==> config.mk <==
export PLATFORM = sky130hd
export DESIGN_NAME = serial_adder_seq
export DESIGN_NICKNAME = d
export VERILOG_FILES = /design/src/rtl/serial_adder_seq.sv
export SDC_FILE = /design/constraint.sdc
export NUM_CORES = 1
export LEC_CHECK = 0
export BUFFER_PORTS_ARGS = -buffer_cell sky130_fd_sc_hd__buf_2
export CORE_MARGIN = 2
export CORE_UTILIZATION = 48
export CTS_CLUSTER_SIZE = 20
export DETAILED_ROUTE_END_ITERATION = 16
export GPL_TIMING_DRIVEN = 0
export MAX_ROUTING_LAYER = met4
export PLACE_DENSITY = 0.83
export SLEW_MARGIN = 20
export SYNTH_ARGS = -nofsm -noshare
export SYNTH_HDL_FRONTEND = slang
export SYNTH_SLANG_ARGS = --single-unit
==> constraint.sdc <==
create_clock -name clk_i -period 1.3 [get_ports clk_i]
set_clock_uncertainty 0.15 [all_clocks]
set_input_delay 0.13 -clock clk_i [delete_from_list [all_inputs] [get_ports clk_i]]
set_output_delay 0.13 -clock clk_i [all_outputs]
set_load 0.03 [all_outputs]
==> src/rtl/serial_adder_seq.sv <==
// serial_adder_seq
// Bit-serial adder/subtractor with a built-in sequencer. Two WIDTH-bit operands
// are loaded on request and shifted LSB-first through a single full adder and
// carry flop. The result is assembled MSB-first in a shift register, so it is
// correctly aligned once the last bit has been shifted in.
//
// Optional build macro:
//   SERIAL_ADD_OVF_EN  adds output ovf_o (signed overflow of the last operation).
//
// state   | meaning
// --------+------------------------------------------------------------
// S_IDLE  | waiting for start_i; sum_o/cout_o hold the previous result
// S_CLEAR | clear the sum shift register and carry (and overflow flag)
// S_LOAD  | capture operands, invert b_i and preset carry for subtraction
// S_SHIFT | one result bit per cycle, WIDTH cycles in total
// S_DONE  | one-cycle done_o pulse, result final
module serial_adder_seq #(
  parameter int WIDTH = 8
) (
  input  logic             clk_i,
  input  logic             rst_i,
  input  logic             start_i,
  input  logic             sub_i,
  input  logic [WIDTH-1:0] a_i,
  input  logic [WIDTH-1:0] b_i,
  output logic             busy_o,
  output logic             done_o,
  output logic [WIDTH-1:0] sum_o,
`ifdef SERIAL_ADD_OVF_EN
  output logic             cout_o,
  output logic             ovf_o
`else
  output logic             cout_o
`endif
);

  // Counter is one bit wider than strictly needed so it can step past WIDTH-1
  // without wrapping.
  localparam int CNT_W = $clog2(WIDTH) + 1;
  localparam logic [CNT_W-1:0] CNT_LAST = CNT_W'(WIDTH - 1);

  localparam logic [2:0] S_IDLE  = 3'd0;
  localparam logic [2:0] S_CLEAR = 3'd1;
  localparam logic [2:0] S_LOAD  = 3'd2;
  localparam logic [2:0] S_SHIFT = 3'd3;
  localparam logic [2:0] S_DONE  = 3'd4;

  logic [2:0]       state_q;
  logic [2:0]       state_d;
  logic [CNT_W-1:0] cnt_q;
  logic [WIDTH-1:0] a_q;
  logic [WIDTH-1:0] b_q;
  logic [WIDTH-1:0] sum_q;
  logic             carry_q;
  logic             bit_s;
  logic             bit_c;
  logic             last_shift;

  assign bit_s      = a_q[0] ^ b_q[0] ^ carry_q;
  assign bit_c      = (a_q[0] & b_q[0]) | (a_q[0] & carry_q) | (b_q[0] & carry_q);
  assign last_shift = (cnt_q == CNT_LAST);

  // Next-state decode; unused encodings fall back to idle.
  always_comb begin
    state_d = S_IDLE;
    case (state_q)
      S_IDLE:  state_d = start_i ? S_CLEAR : S_IDLE;
      S_CLEAR: state_d = S_LOAD;
      S_LOAD:  state_d = S_SHIFT;
      S_SHIFT: state_d = last_shift ? S_DONE : S_SHIFT;
      S_DONE:  state_d = S_IDLE;
      default: state_d = S_IDLE;
    endcase
  end

  // State register.
  always_ff @(posedge clk_i or negedge rst_i) begin
    if (!rst_i) begin
      state_q <= S_IDLE;
    end else begin
      state_q <= state_d;
    end
  end

  // Operand shifters, result shifter, carry flop and bit counter.
  always_ff @(posedge clk_i or negedge rst_i) begin
    if (!rst_i) begin
      cnt_q   <= '0;
      a_q     <= '0;
      b_q     <= '0;
      sum_q   <= '0;
      carry_q <= 1'b0;
    end else begin
      case (state_q)
        S_CLEAR: begin
          sum_q   <= '0;
          carry_q <= 1'b0;
        end
        S_LOAD: begin
          a_q     <= a_i;
          b_q     <= sub_i ? ~b_i : b_i;
          carry_q <= sub_i;
          cnt_q   <= '0;
        end
        S_SHIFT: begin
          a_q     <= a_q >> 1;
          b_q     <= b_q >> 1;
          sum_q   <= {bit_s, sum_q[WIDTH-1:1]};
          carry_q <= bit_c;
          cnt_q   <= cnt_q + CNT_W'(1);
        end
        default: begin
        end
      endcase
    end
  end

`ifdef SERIAL_ADD_OVF_EN
  logic ovf_q;

  // Signed overflow: carry into the MSB differs from carry out of the MSB.
  always_ff @(posedge clk_i or negedge rst_i) begin
    if (!rst_i) begin
      ovf_q <= 1'b0;
    end else if (state_q == S_CLEAR) begin
      ovf_q <= 1'b0;
    end else if (state_q == S_SHIFT && last_shift) begin
      ovf_q <= carry_q ^ bit_c;
    end
  end

  assign ovf_o = ovf_q;
`endif

  assign busy_o = (state_q == S_CLEAR) || (state_q == S_LOAD) || (state_q == S_SHIFT);
  assign done_o = (state_q == S_DONE);
  assign sum_o  = sum_q;
  assign cout_o = carry_q;

endmodule

After elaboration in Yosys (flattened, before gate mapping) --
Cells that the tools add are included.
Storage, ports and cells: bits of input ports 20, output and inout bits 11, flip-flop bits (word level) 32, word-level logic and storage cells 35
Operators by class: equality and inequality tests 5, mux-type cells 9, bitwise gates (word level) 8, reductions and logical operators 6, add/subtract/negate cells 1
Operators with widths (number):
- $pmux W8 S2 | 3
- $pmux W3 S4 | 1
- $mux W8 | 1
- $not A8 Y8 | 1
- $pmux W4 S2 | 1
- $eq A3 B2 Y1 const B | 2
- $add A4 B1 Y4 const B | 1
- $eq A4 B3 Y1 const B | 1
- $reduce_bool A2 Y1 | 2
- $and A1 B1 Y1 | 3
- $eq A3 B1 Y1 const B | 1
- $eq A3 B3 Y1 const B | 1
- $logic_not A3 Y1 | 1
- $mux W3 | 1
- $pmux W1 S3 | 1
- $reduce_bool A3 Y1 | 1
- $logic_or A1 B1 Y1 | 2
- $or A1 B1 Y1 | 2
- $xor A1 B1 Y1 | 2
- $mux W1 | 1

Logic depth before layout (Yosys ltp) --
word-level depth 4, gate-level depth with buffers 5

Worst setup path after synthesis --
Ideal clock, no wire load.
path type reg2reg, start point register carry_q, in the netlist cout_o, end point register sum_q[7], in the netlist sum_o[7], cell stages (with the launch flop) 5, path buffers 0, setup slack -0.252 ns, arrival 1.272 ns, cells stage by stage dfrtp_1 -> inv_1 -> fa_1 -> nand2b_1 -> o21ai_0
Between the ends: cells in the longest elaborated chain, start to end 2
RTL lines:
- start: declaration | line 54 | logic carry_q;
- start signal: assignment | line 102 | carry_q <= sub_i;
- start signal: assignment | line 109 | carry_q <= bit_c;
- $xor A1 B1 Y1 | line 59 | assign bit_s = a_q[0] ^ b_q[0] ^ carry_q;
- $pmux W8 S2 | line 94 | case (state_q)
- end signal: assignment | line 108 | sum_q <= {bit_s, sum_q[WIDTH-1:1]};
- end: declaration | line 53 | logic [WIDTH-1:0] sum_q;
Every way passes these cells. A chain may end at the register's enable or synchronous reset.

Final worst setup path --
start point register state_q[0], end point output port done_o
Between the ends: cells in the longest elaborated chain, start to end 1
RTL lines:
- start: declaration | line 48 | logic [2:0] state_q;
- start signal: assignment | line 81 | state_q <= state_d;
- $eq A3 B3 Y1 | line 136 | assign done_o = (state_q == S_DONE);
- end: declaration | line 27 | output logic done_o,
Every way passes these cells.

==> metrics <==
pre-CTS WS=-0.133 ns; synthesis-to-finish area growth=49.7%; final net count=253; number of top-level pins=31; CP max stage cell=sky130_fd_sc_hd__dfrtp_1; largest net degree at the start of global routing=33; start-to-end type of the worst setup path=register to output port; total power of the final layout=5.19 mW; fin crit period=1.51 ns; number of clock sinks=32; effective utilization at floorplan=49.8%; RSZ-0062 raised after global routing=true; number of antenna violations at the first check in global routing=0; number of instances in the synthesized netlist=~160; DRC violation count after routing=0; worst reg2reg startpoint=state_q[2]; max incr delay on CP=between 0.3 and 0.4 ns; number of placement rows=20; LEAKAGE=1.09 nW; post-detailed-placement half-perimeter wirelength=around 2 mm; Hold Path End=b_q[7]; initial detailed-routing violation count=71; Net Count, Synth=185; crit share post-route=117%; placeable core area=between 3000 and 4000 um^2; final worst slack=-0.215 ns; main flop type after synthesis=sky130_fd_sc_hd__dfrtp_1; Wirelength per Cell=15.3 um; setup violators final=27; power density cells=2300 nW/um^2; Tightest Pin Transition=0.714 ns; YS warnings=0; final hold violation count=0; cell types with the highest counts after synthesis=sky130_fd_sc_hd__nand2_1 (38), sky130_fd_sc_hd__dfrtp_1 (32), sky130_fd_sc_hd__o21ai_0 (26); kind of end point of the critical path=output port; Stages on worst setup path=4; status=complete, but fails checks; most frequent cell after synthesis=sky130_fd_sc_hd__nand2_1; Relative slew margins=a little over half; DRT Wirelength=4.21 mm; count of state elements after synthesis=32; fmax=approximately 0.66 GHz; area leader, netlist=sky130_fd_sc_hd__dfrtp_1; antenna viol nets, final=0; area taken by flip-flops and latches=803 um^2; via/cell ratio=5.21; clock-pin slew of the registers on the worst-case setup and hold paths=0.10 ns; global route overflow=0; average cell area after synthesis=~9 um^2; Crit path max-delay family=flip-flops; multi-input logic area=roughly 710 um^2; async set or reset register ratio after synthesis=100%; clock tree root buffer cell=sky130_fd_sc_hd__clkbuf_4; die outline height=60.0 um; share of synthesized area occupied by flip-flops and latches=53.2%; CTS tree=built; clk_lat worst skew=0.34 ns; Cell variety after synth=27; number of inserted filler cells in the final layout=about 210; final estimated routing congestion in global placement=0.794; share of final-layout standard cells stronger than drive strength 1=roughly a third; minimum setup slack among reg-to-reg paths=-0.16 ns; Reg2Reg Capture Point=cnt_q[3]; depth of the worst register-to-register path=3; Critical Path Fanout Max=5; wire length of the first global-routing pass=5.87 mm; EDFF count, synth=0; crit path launch type=register; CTS H-Tree Depth=2; Antenna Diode Count=0; ordered list of cells on the worst path=buf_6, nor2_4, and2_4, buf_6; number of iterations in the first detailed-routing pass=4; number of global-route vias before repair=1287; Req. time, crit path=between 1 and 1.5 ns; critical path arrival=1.23 ns; maximum vdd drop=roughly 0.0012 V; buffers and inverters on the worst path=2; Cells on Worst Hold Path=3; Worst Min Path Start=sub_i; number of buffers added on ports=29; number of pins with negative max-slew slack in the final report=0; proportion of netlist area held by the largest area contributor=53.2%; most frequent CP cell=sky130_fd_sc_hd__buf_6; violations in the final reports=setup timing; largest cells by area after synthesis=sky130_fd_sc_hd__dfrtp_1 (53%), sky130_fd_sc_hd__nand2_1 (9.5%), sky130_fd_sc_hd__o21ai_0 (8.6%); overall fraction of global-route tracks in use=between 20% and 30%; HP Class=primary input to register; die outline width=about 60 um; Syn Std Cell Area=roughly 1500 um^2; max-cap viol count=0; die area=3600 um^2; Inserted Clock Buffers=5; total number of vias=1439; worst-case clock buffer depth=2
[state kept, by name (all words and copies together), names as in the netlist]
signal	flops
a_q	8
cnt_q	4
sum_o	8
b_q	8
state_q	3
cout_o	1
[per-stage QoR]
stage	TNS (ns)	hold slack [ns]	instance area, um^2	util, %	cells
2_1_floorplan	-0.123	-0.316	1510	-	163
3_3_place_gp	-1.83	0.0638	1710	56.5	236
3_5_place_dp	-2.20	0.0660	1710	56.5	236
4_1_cts	-1.11	0.102	2060	68.0	266
5_1_grt	-4.30	0.146	2250	74.5	276
6_report	-2.11	0.123	2250	74.5	276
[worst register-to-register path, stage by stage, from the launching register on]
cell,delay (ns)
sky130_fd_sc_hd__dfrtp_2,0.46
sky130_fd_sc_hd__nand2b_4,0.17
sky130_fd_sc_hd__or4_1,0.53
sky130_fd_sc_hd__nand3_1,0.10
[layout make-up]
| class | instances | area share, % |
|---|---|---|
| clock buffers | 8 | 2.61 |
| flip-flops and latches | 32 | 35.6 |
| multi-input cells | 116 | 31.5 |
| inverters | 4 | 0.777 |
| repair buffers | 62 | 22.5 |
| well taps | 44 | 2.44 |
| plain buffers | 10 | 4.55 |
[worst max path at each step]
stage	start	endpoint	slack, ns
floorplan	cout_o	sum_o[7]	-0.1
global placement	state_q[0]	cnt_q[2]	-0.13
detailed placement	state_q[0]	cnt_q[2]	-0.13
CTS	state_q[0]	done_o	-0.21
global route	state_q[0]	done_o	-0.26
finish	state_q[0]	done_o	-0.21
[cell usage in the layout (no fill, tap or decap), types with 4 or more instances in the layout]
cell and count:
sky130_fd_sc_hd__buf_4 13, sky130_fd_sc_hd__xor2_1 7, sky130_fd_sc_hd__clkbuf_4 5, sky130_fd_sc_hd__nand2_1 34, sky130_fd_sc_hd__dfrtp_1 30, sky130_fd_sc_hd__nor2_1 8
sky130_fd_sc_hd__buf_6 6, sky130_fd_sc_hd__o21ai_1 10, sky130_fd_sc_hd__mux2i_1 5, sky130_fd_sc_hd__nand3_1 4, sky130_fd_sc_hd__o21ai_0 20, sky130_fd_sc_hd__dlygate4sd3_1 18
sky130_fd_sc_hd__buf_2 28
[cells by family after synthesis]
group / count (synthesis) / share of synthesized area [%]
and+or+nand+nor: 60 / 16.9
DFF: 32 / 53.2
buffers and inverters: 15 / 4.65
adders and majority gates: 2 / 2.16
AOI/OAI and AO/OA: 39 / 13.9
muxes: 7 / 4.65
xor gates and xnor gates: 8 / 4.65
[timing repair]
action	in CTS	in global routing
pin swaps	2	5
buffers inserted	5	6
endpoints found under the hold margin	49	0
cloned	0	4
endpoints found under the setup margin	33	34
resized for setup	24	26
hold buffers	18	0
[per-layer routing]
layer / track usage [%] / vias to the layer above / part of all wire (%)
met4: 8.57 / 0 / 3.8
met2: 39.6 / 60 / 54
li1: - / 672 / -
met5: - / - / 0
met3: 6.49 / 24 / 5.5
met1: 26.8 / 683 / 37
[where the power goes]
| group | switching (mW) | internal, mW |
|---|---|---|
| Sequential | 0.298 | 1.43 |
| Combinational | 1.48 | 1.38 |
| Clock | 0.340 | 0.267 |
| Total | 2.12 | 3.07 |
Note: power is estimated with default switching activity, not from simulation.
